$ cat config.mk
export PLATFORM = sky130hd
export DESIGN_NAME = conversor_bcd
export DESIGN_NICKNAME = d
export VERILOG_FILES = /design/src/rtl/sistema_pkg.sv /design/src/rtl/ajuste_bcd.sv /design/src/rtl/conversor_bcd.sv
export SDC_FILE = /design/constraint.sdc
export NUM_CORES = 1
export LEC_CHECK = 0
export BUFFER_PORTS_ARGS = -buffer_cell sky130_fd_sc_hd__buf_2
export CAP_MARGIN = 20
export CORE_MARGIN = 5
export CORE_UTILIZATION = 33
export DETAILED_ROUTE_END_ITERATION = 8
export HOLD_SLACK_MARGIN = 0.03
export PLACE_DENSITY = 0.55
export SYNTH_ARGS = -nofsm -noshare
export SYNTH_HDL_FRONTEND = slang
export SYNTH_SLANG_ARGS = --single-unit
$ cat constraint.sdc
create_clock -name clock -period 3.9 [get_ports clock]
set_input_delay 0.195 -clock clock [delete_from_list [all_inputs] [get_ports clock]]
set_output_delay 0.195 -clock clock [all_outputs]
set_load 0.01 [all_outputs]
$ cat src/rtl/sistema_pkg.sv
// Shared definitions for the binary-to-BCD display path: state encoding,
// digit count default and BCD constants.
package sistema_pkg;

  // Converter state; also exported on the debug port of conversor_bcd.
  typedef enum logic {
    IDLE  = 1'b0,
    SHIFT = 1'b1
  } estado_t;

  // Five digits, one per HEX display.
  localparam int DIGITS_DEF = 5;

  // 10^n as a 64-bit value, for elaboration-time limits.
  function automatic logic [63:0] pot10(input int n);
    logic [63:0] p;
    p = 64'd1;
    for (int i = 0; i < n; i++) begin
      p = p * 64'd10;
    end
    return p;
  endfunction

  // Largest value the default digit count can show (99999).
  localparam logic [63:0] BCD_MAX  = pot10(DIGITS_DEF) - 64'd1;
  // Saturation digit.
  localparam logic [3:0]  BCD_NOVE = 4'h9;

endpackage

$ cat src/rtl/ajuste_bcd.sv
// Double-dabble correction cell: a BCD digit of 5 or more gets 3 added so
// that the following left shift carries correctly into the next digit.
module ajuste_bcd (
  input  logic [3:0] i_digito,
  output logic [3:0] o_digito
);

  // Add 3 when the digit would be 10 or more after the shift.
  always_comb begin
    o_digito = i_digito;
    if (i_digito >= 4'd5) begin
      o_digito = i_digito + 4'd3;
    end
  end

endmodule

$ cat src/rtl/conversor_bcd.sv
// Sequential signed binary to BCD converter for the seven-segment stage.
// A request captures |valor|, its sign and an overflow flag, then WIDTH
// shift-and-add-3 steps build the digits. Results are registered and only
// change on the completion edge, which also raises done for one cycle.
//
// Handshake: start is honoured only while busy=0 (IDLE, which includes the
// done cycle); valor is sampled on that accepting edge only. busy stays high
// for exactly WIDTH cycles, and the cycle after the last shift carries
// done=1 with busy=0 and the new results. start while busy=1 is dropped.
module conversor_bcd
  import sistema_pkg::*;
#(
  parameter int WIDTH  = 32,
  parameter int DIGITS = DIGITS_DEF
) (
  input  logic                  clock,
  input  logic                  reset,
  input  logic                  start,
  input  logic [WIDTH-1:0]      valor,
  output logic                  busy,
  output logic                  done,
  output logic [4*DIGITS-1:0]   digitos,
  output logic                  negativo,
  output logic                  overflow,
  output estado_t               estado_dbg
);

  localparam int BW = 4 * DIGITS;
  localparam int CW = $clog2(WIDTH + 1);
  // The overflow compare is done on 64 bits, so WIDTH is limited to 64.
  localparam logic [63:0]   LP_MAX    = pot10(DIGITS) - 64'd1;
  localparam logic [CW-1:0] LP_ULTIMO = CW'(WIDTH - 1);

  estado_t          r_estado;
  logic [WIDTH-1:0] r_mag;
  logic [BW-1:0]    r_acc;
  logic [CW-1:0]    r_cnt;
  logic             r_neg;
  logic             r_ovf;
  logic             r_busy;
  logic             r_done;
  logic [BW-1:0]    r_digitos;
  logic             r_negativo;
  logic             r_overflow;

  logic [WIDTH-1:0] w_mag;
  logic [63:0]      w_mag64;
  logic             w_ovf;
  logic [BW-1:0]    w_acc_adj;
  logic [BW-1:0]    w_acc_next;
  logic [BW-1:0]    w_sat;
  logic             w_ultimo;

  // Magnitude of the incoming value; the most negative input maps to
  // 2^(WIDTH-1), which still fits as an unsigned WIDTH-bit number.
  assign w_mag   = valor[WIDTH-1] ? (~valor + WIDTH'(1)) : valor;
  assign w_mag64 = 64'(w_mag);
  assign w_ovf   = (w_mag64 > LP_MAX);

  // Per-digit add-3 correction on the current accumulator.
  for (genvar g = 0; g < DIGITS; g++) begin : g_ajuste
    ajuste_bcd u_ajuste (
      .i_digito (r_acc[4*g +: 4]),
      .o_digito (w_acc_adj[4*g +: 4])
    );
  end

  // Accumulator after this step's shift; the top bit falls off.
  assign w_acc_next = {w_acc_adj[BW-2:0], r_mag[WIDTH-1]};
  assign w_sat      = {DIGITS{BCD_NOVE}};
  assign w_ultimo   = (r_cnt == LP_ULTIMO);

  // Converter FSM with all outputs registered; reset wins over everything.
  always_ff @(posedge clock) begin
    if (reset) begin
      r_estado   <= IDLE;
      r_mag      <= '0;
      r_acc      <= '0;
      r_cnt      <= '0;
      r_neg      <= 1'b0;
      r_ovf      <= 1'b0;
      r_busy     <= 1'b0;
      r_done     <= 1'b0;
      r_digitos  <= '0;
      r_negativo <= 1'b0;
      r_overflow <= 1'b0;
    end else begin
      r_done <= 1'b0;
      case (r_estado)
        IDLE: begin
          if (start) begin
            r_mag    <= w_mag;
            r_neg    <= valor[WIDTH-1];
            r_ovf    <= w_ovf;
            r_acc    <= '0;
            r_cnt    <= '0;
            r_busy   <= 1'b1;
            r_estado <= SHIFT;
          end
        end
        SHIFT: begin
          r_acc <= w_acc_next;
          r_mag <= {r_mag[WIDTH-2:0], 1'b0};
          r_cnt <= r_cnt + CW'(1);
          if (w_ultimo) begin
            r_digitos  <= r_ovf ? w_sat : w_acc_next;
            r_negativo <= r_neg;
            r_overflow <= r_ovf;
            r_done     <= 1'b1;
            r_busy     <= 1'b0;
            r_estado   <= IDLE;
          end
        end
        default: begin
          r_estado <= IDLE;
        end
      endcase
    end
  end

  assign busy       = r_busy;
  assign done       = r_done;
  assign digitos    = r_digitos;
  assign negativo   = r_negativo;
  assign overflow   = r_overflow;
  assign estado_dbg = r_estado;

endmodule
==> results of run 1 <==
==> cells in the mapped netlist (4+ instances only) <==
| library cell | instances |
|---|---|
| inv_1 | 13 |
| nand3_1 | 6 |
| or4_1 | 7 |
| xnor2_1 | 9 |
| a211o_1 | 4 |
| nor4_1 | 5 |
| nor3b_1 | 11 |
| dfxtp_1 | 85 |
| mux2_2 | 4 |
| a21oi_1 | 66 |
| a211oi_1 | 29 |
| nor2_1 | 118 |
| or2_2 | 5 |
| a22oi_1 | 7 |
| mux2i_1 | 8 |
| nand2b_1 | 10 |
| o41ai_1 | 4 |
| nor2b_1 | 6 |
| o21ai_0 | 27 |
| xor2_1 | 26 |
| nand2_1 | 48 |
| ha_1 | 12 |
| buf_1 | 5 |
| nor3_1 | 26 |
| clkbuf_1 | 39 |
| o31ai_1 | 10 |
| or3_1 | 7 |
==> state kept, by name, summed over array words and instances, names as in the netlist <==
signal	flops
negativo	1
digitos	20
r_neg	1
busy	1
r_ovf	1
estado_dbg	1
overflow	1
r_mag	32
done	1
r_acc	20
r_cnt	6
==> worst max-delay path, delay by kind of cell <==
| kind | cells | cell delay (ns) |
|---|---|---|
| AND/OR/NAND/NOR | 4 | 1.41 |
| adder cells (fa/ha/maj) | 1 | 0.24 |
| AO/OA/AOI/OAI | 2 | 0.51 |
| XOR/XNOR | 1 | 0.21 |
| buffers and inverters | 2 | 0.19 |
==> layout make-up <==
cell class,instances,area [um^2],share of cell area (%)
Tap cell,184,230,4.19
Inverter,14,52.6,0.956
Clock inverter,5,38.8,0.706
Timing Repair Buffer,64,333,6.05
Multi-Input combinational cell,484,2870,52.3
Clock buffer,11,264,4.80
Sequential cell,85,1710,31.0
==> placed cells by master, fill, tap and decap left out, types with 9 or more instances in the layout <==
cell	count
a211oi_1	29
a21oi_1	66
buf_2	59
clkbuf_16	10
dfxtp_1	84
ha_1	12
inv_1	13
nand2_1	48
nand2b_1	10
nor2_1	118
nor3_1	26
nor3b_1	11
o21ai_0	27
o31ai_1	10
xnor2_1	9
xor2_1	26
==> layer usage <==
metal | vias to the layer above | global-route usage (%)
li1 | 2269 | -
met1 | 2090 | 19.0
met2 | 101 | 23.1
met3 | 12 | 3.21
met4 | 0 | 3.33
met5 | - | 0
==> kinds of logic (layout without fill, tap and decap cells) <==
kind of cell | after synthesis | after routing | share of synthesized area (%)
XOR/XNOR | 35 | 35 | 6.37
buffers and inverters | 61 | 94 | 4.96
flip-flops | 85 | 85 | 35.3
multiplexers | 12 | 12 | 2.60
adder cells (fa/ha/maj) | 12 | 12 | 3.12
AO/OA/AOI/OAI | 163 | 163 | 21.7
AND/OR/NAND/NOR | 262 | 262 | 25.9
==> worst paths after layout <==
check	startpoint	to	cells past startpoint
max	valor[0]	r_ovf	10
min reg2reg	digitos[8]	digitos[8]	2
max reg2reg	r_cnt[0]	digitos[17]	7
min	valor[0]	r_mag[0]	3
==> where the power goes <==
group | internal [W] | switching, W | leakage (nW)
clock network | 0.000492 | 0.000360 | 0.148
logic | 0.0000909 | 0.000153 | 1.27
registers | 0.000898 | 0.0000216 | 0.693
total | 0.00148 | 0.000534 | 2.11
==> metrics by stage <==
step,std cells,utilization (%)
finish,847,38.1
detailed placement,831,36.0
floorplan,630,-
global placement,831,36.0
CTS,847,38.1
global route,847,38.1
==> results.md, run 1 <==
- Outcome: finished, final reports clean
- Hold_buf cts: 0
- # rows: 44
- Critical Path RT: between 4 and 5 ns
- Filler cells: about 1.5k
- Netlist cell types: 48
- Final WS setup: around 1.4 ns
- Starting Density: between 30 and 40%
- Number of global-route vias before repair: 4117
- H-tree Lvls: 3
- Largest net degree at the start of global routing: approximately 100
- Ys Warns: 0
- DP Area: approximately 5200 um^2
- Clk slew on worst S/H paths: about 0.060 ns
- # IOs: 60
- Post-CTS sizing: 0
- Share of the synthesized area in the top cell type: a little over a third
- Critical path class: in -> reg
- Maximum root-to-sink buffer count: 2
- IO Port Bufs: 59
- Clock sinks: 85
- Clk_lat worst skew: between 0.3 and 0.4 ns
- Final hold violations: 0
- Via Count: 4472
- Dpl hpwl: 8320 um
- CTS tree: yes
- Area leader, netlist: dfxtp_1
- Worst R2R Setup Slack: about 1.6 ns
- Hold WS: about 0.22 ns
- Unrepaired setup endpoints after global routing: false
- Worst setup SP type: input pin
- Post-Syn Area: between 4000 and 5000 um^2
- Share of cells above drive strength 1: approximately 15%
- Residual DRC: 0
- Async SR Flop Fraction: 0%
- Pwr/cell area: 367 nW/um^2
- GRT Residual Overflow: 0
- Max Slew Vio Count: 0
- Max FO, Critical Path: 6
- Die width: 131 um
- Leak: 2.11 nW
- Crit-path slowest cell: or4_4
- Met3 Wirelength: between 500 and 600 um
- Final Cycle Share: about two thirds
- GP Congestion: 0.874
- Antenna diode count: 0
- Fin Setup TNS: 0 ns
- Total power: around 0.0020 W
- Sequential area share after synthesis: 35.3%
- Root Buffer: clkbuf_16
- Area delta synth->final: 14.2%
- Main flop type after synthesis: dfxtp_1
- Wire length on met1: 5670 um
- Core area: between 10000 and 15000 um^2
- Fmax: between 300 and 400 MHz
- Die area: around 17000 um^2
- Max Cap Viol: 0
- EDFF count, synth: 0
- Hold/Removal Path Class: in -> reg
- Avg WL per Cell: 13.9 um
- Slew @ Worst Pin: 0.972 ns
- Vias per cell: about 5.3
- Met2 Wirelength: ~5400 um
- Worst VDD drop: between 150 and 200 uV
- Cells along the critical path: buf_2, inv_1, ha_1, or3b_2, or4_4, o41ai_2, xor2_1, nand2_1, nor4_1, a31oi_1
- Worst Setup End Kind: flop
- WL final: 11800 um
- # setup viols final: 0
- 1st-iter DRT viols: approximately 230
- Setup Buffers After CTS: 0
- Number of detailed-route iterations in the first pass: 5
- Skew final: ~0.0058 ns
- Syn nets: slightly below 700
- Highest metal layer with signal wires: met4
- Dpl ws: 1.03 ns
- Synth Register Bits: 85
- Synth area leaders: dfxtp_1, nor2_1, a21oi_1
- Die Y-Extent: between 100 and 150 um
- Initial antenna violation count: 0
- Nets@finish: about 700
- Cells after Synth: 630
- Post-layout instance area: 5500 um^2
- Total Routing Usage GR: around 14%
- Min Tclk post-route: approximately 2.5 ns
- Detail Route Antenna Nets: 0
- Slew HR: roughly a third
- WP data arrival: roughly 2.7 ns
- Syn avg cell area: roughly 7.6 um^2
- Cts bufs inserted: 9
- First-pass GRT wire length: approximately 20000 um
- Slowest stage delay, CP: 0.55 ns
Power figures use the tool's default switching activity.
==> inputs of run 2 (changes only) <==
clock period = 2.6 ns   (was 3.9 ns; I/O delays follow)
==> run 2 against run 1 <==
Against the previous run: sequential share of layout area fell by 0.84 points; die area did not move; count of clock-buffer cells in the layout did not move; register-to-register slack got worse by 1.0 ns; critical endpoint unchanged.
==> results.md, run 2 (same netlist as run 1, synthesis figures left out) <==
- Post-Place Cells: 856 (+3.0%)
- GP Congestion: 0.868 (-0.70%)
- Slew HR: 59.3% (+24 points)
- Setup Buffers After CTS: 0 (unchanged)
- Nets@finish: 730 (+3.5%)
- Cts bufs inserted: 9 (unchanged)
- Hold/Removal Path Class: in -> reg
- Clock sinks: 85 (unchanged)
- Skew final: 0.00967 ns (+0.00387 ns)
- Unrepaired setup endpoints after global routing: false
- # rows: 44 (unchanged)
- Core area: 14400 um^2 (unchanged)
- WL final: 12000 um (+1.6%)
- Post-CTS sizing: 0 (unchanged)
- Reg with most FFs: r_mag
- Wire length on met1: 5790 um (+2.2%)
- Dpl hpwl: 8720 um (+4.9%)
- Filler cells: 1538 (+1.2%)
- Die Y-Extent: 131 um (unchanged)
- Critical Path RT: 2.81 ns (-1.30 ns)
- Max FFs per register: 32 (unchanged)
- Detail Route Antenna Nets: 0 (unchanged)
- DP Area: 5380 um^2 (+3.6%)
- Met2 Wirelength: 5400 um (+0.15%)
- Pwr/cell area: 522 nW/um^2 (+42%)
- Worst setup SP type: input pin
- Max Slew Vio Count: 0 (unchanged)
- Area delta synth->final: 17.4%
- Number of global-route vias before repair: 4411 (+7.1%)
- CTS tree: yes
- Hold path start: valor[0]
- Crit-path slowest cell: or4_4
- Largest net degree at the start of global routing: 67 (-36%)
- Commonest non-fill, non-tap cell in the layout: nor2_1
- Maximum root-to-sink buffer count: 2 (unchanged)
- # setup viols final: 0 (unchanged)
- Most frequent cells in the layout: nor2_1, dfxtp_1, a21oi_1
- Highest metal layer with signal wires: met4
- Residual DRC: 0 (unchanged)
- Total Routing Usage GR: 14.6% (+0.47 points)
- Final hold violations: 0 (unchanged)
- Fmax: roughly 430 MHz
- Cells along the critical path: buf_2, inv_1, ha_1, or3b_2, or4_4, o41ai_2, xor2_1, nand2_1, nor4_1, a31oi_1
- Bufs and invs on worst path: 2 (unchanged)
- Met3 Wirelength: 609 um (+1.7%)
- Clk slew on worst S/H paths: 0.06 ns (about the same)
- Vias per cell: 5.22 (-1.1%)
- Slowest stage delay, CP: 0.55 ns (about the same)
- Max Cap Viol: 0 (unchanged)
- Die width: 131 um (unchanged)
- Leak: 2.21 nW (+4.4%)
- Clk_lat worst skew: 0.34 ns (about the same)
- Critical path class: in -> reg
- Outcome: finished, final reports clean
- GRT Residual Overflow: 0 (unchanged)
- Post-layout instance area: 5650 um^2 (+2.8%)
- Avg WL per Cell: 13.7 um (-1.3%)
- 1st-iter DRT viols: 218 (-4.4%)
- Worst r2r src: r_cnt[0]
- Worst VDD drop: 380 uV (+95%)
- Number of detailed-route iterations in the first pass: 4 (-1)
- H-tree Lvls: 3 (unchanged)
- Hold_buf cts: 0 (unchanged)
- Antenna diode count: 0 (unchanged)
- Final Cycle Share: about nine tenths
- Starting Density: 33.4% (unchanged)
- IO Port Bufs: 59 (unchanged)
- Die area: 17100 um^2 (unchanged)
- Worst Setup End Kind: flop
- Worst path top cell family by delay: simple AND/OR/NAND/NOR gates
- Root Buffer: clkbuf_16
- Share of cells above drive strength 1: 18.0% (+2.8 points)
- # IOs: 60 (unchanged)
- First-pass GRT wire length: 20300 um (+3.3%)
- Min Tclk post-route: 2.35 ns
- CP startpoint: valor[0]
- Fin Setup TNS: 0 ns (unchanged)
- Max FO, Critical Path: 3 (-3)
- WP data arrival: 2.56 ns (-0.18 ns)
- Initial antenna violation count: 0 (unchanged)
- Non-filler instance count after layout: 872 (+3.0%)
- Via Count: 4553 (+1.8%)
- Slew @ Worst Pin: 0.610 ns (-0.363 ns)
[run 2: cell types whose count changed in the layout (fill, tap and decap cells not counted)]
cell	before	now
buf_4	5	30
clkbuf_1	0	2
clkinvlp_4	1	3
clkbuf_16	10	9
clkbuf_8	1	0
clkinv_4	1	0
inv_6	2	1
[run 2: final cells by class]
| cell class | instances | area [um^2] | share of cell area, % |
|---|---|---|---|
| repair buffers | 89 | 520 | 9.21 |
| clock buffers | 11 | 233 | 4.12 |
| clock inverters | 5 | 36.3 | 0.642 |
| flip-flops and latches | 85 | 1710 | 30.2 |
| multi-input cells | 484 | 2870 | 50.9 |
| inverters | 14 | 52.6 | 0.930 |
| well taps | 184 | 230 | 4.07 |
[run 2: worst paths after layout]
path	slack, ns	cells after the start	end
setup reg to reg	0.59	6	digitos[17]
hold / removal	0.22	4	r_mag[0]
hold reg to reg	0.45	2	overflow
setup / recovery	0.25	10	r_ovf
[run 2: stage by stage]
stage	power [W]	setup slack, ns	utilization [%]	hold slack, ns
4_1_cts	0.00299	0.273	39.2	0.211
2_1_floorplan	0.00166	0.131	-	0.322
6_report	0.00295	0.252	39.2	0.216
5_1_grt	0.00311	0.118	39.2	0.247
3_3_place_gp	0.00180	-0.0346	37.3	0.440
3_5_place_dp	0.00181	-0.0804	37.3	0.446
[run 2: power breakdown]
group	internal (W)	switching, W
combinational	0.000160	0.000235
sequential	0.00135	0.0000323
clock	0.000649	0.000529
[run 2: per-layer routing]
| metal | up-vias | GRT usage [%] |
|---|---|---|
| met5 | - | 0 |
| met4 | 0 | 4.90 |
| met3 | 20 | 3.66 |
| met2 | 108 | 23.6 |
| met1 | 2102 | 19.0 |
| li1 | 2323 | - |
[run 2: tightest hold or removal path: cells and delay by family]
kind	cells	cell delay (ns)
buf+inv	2	0.21
simple gates	1	0.11
mux	1	0.06
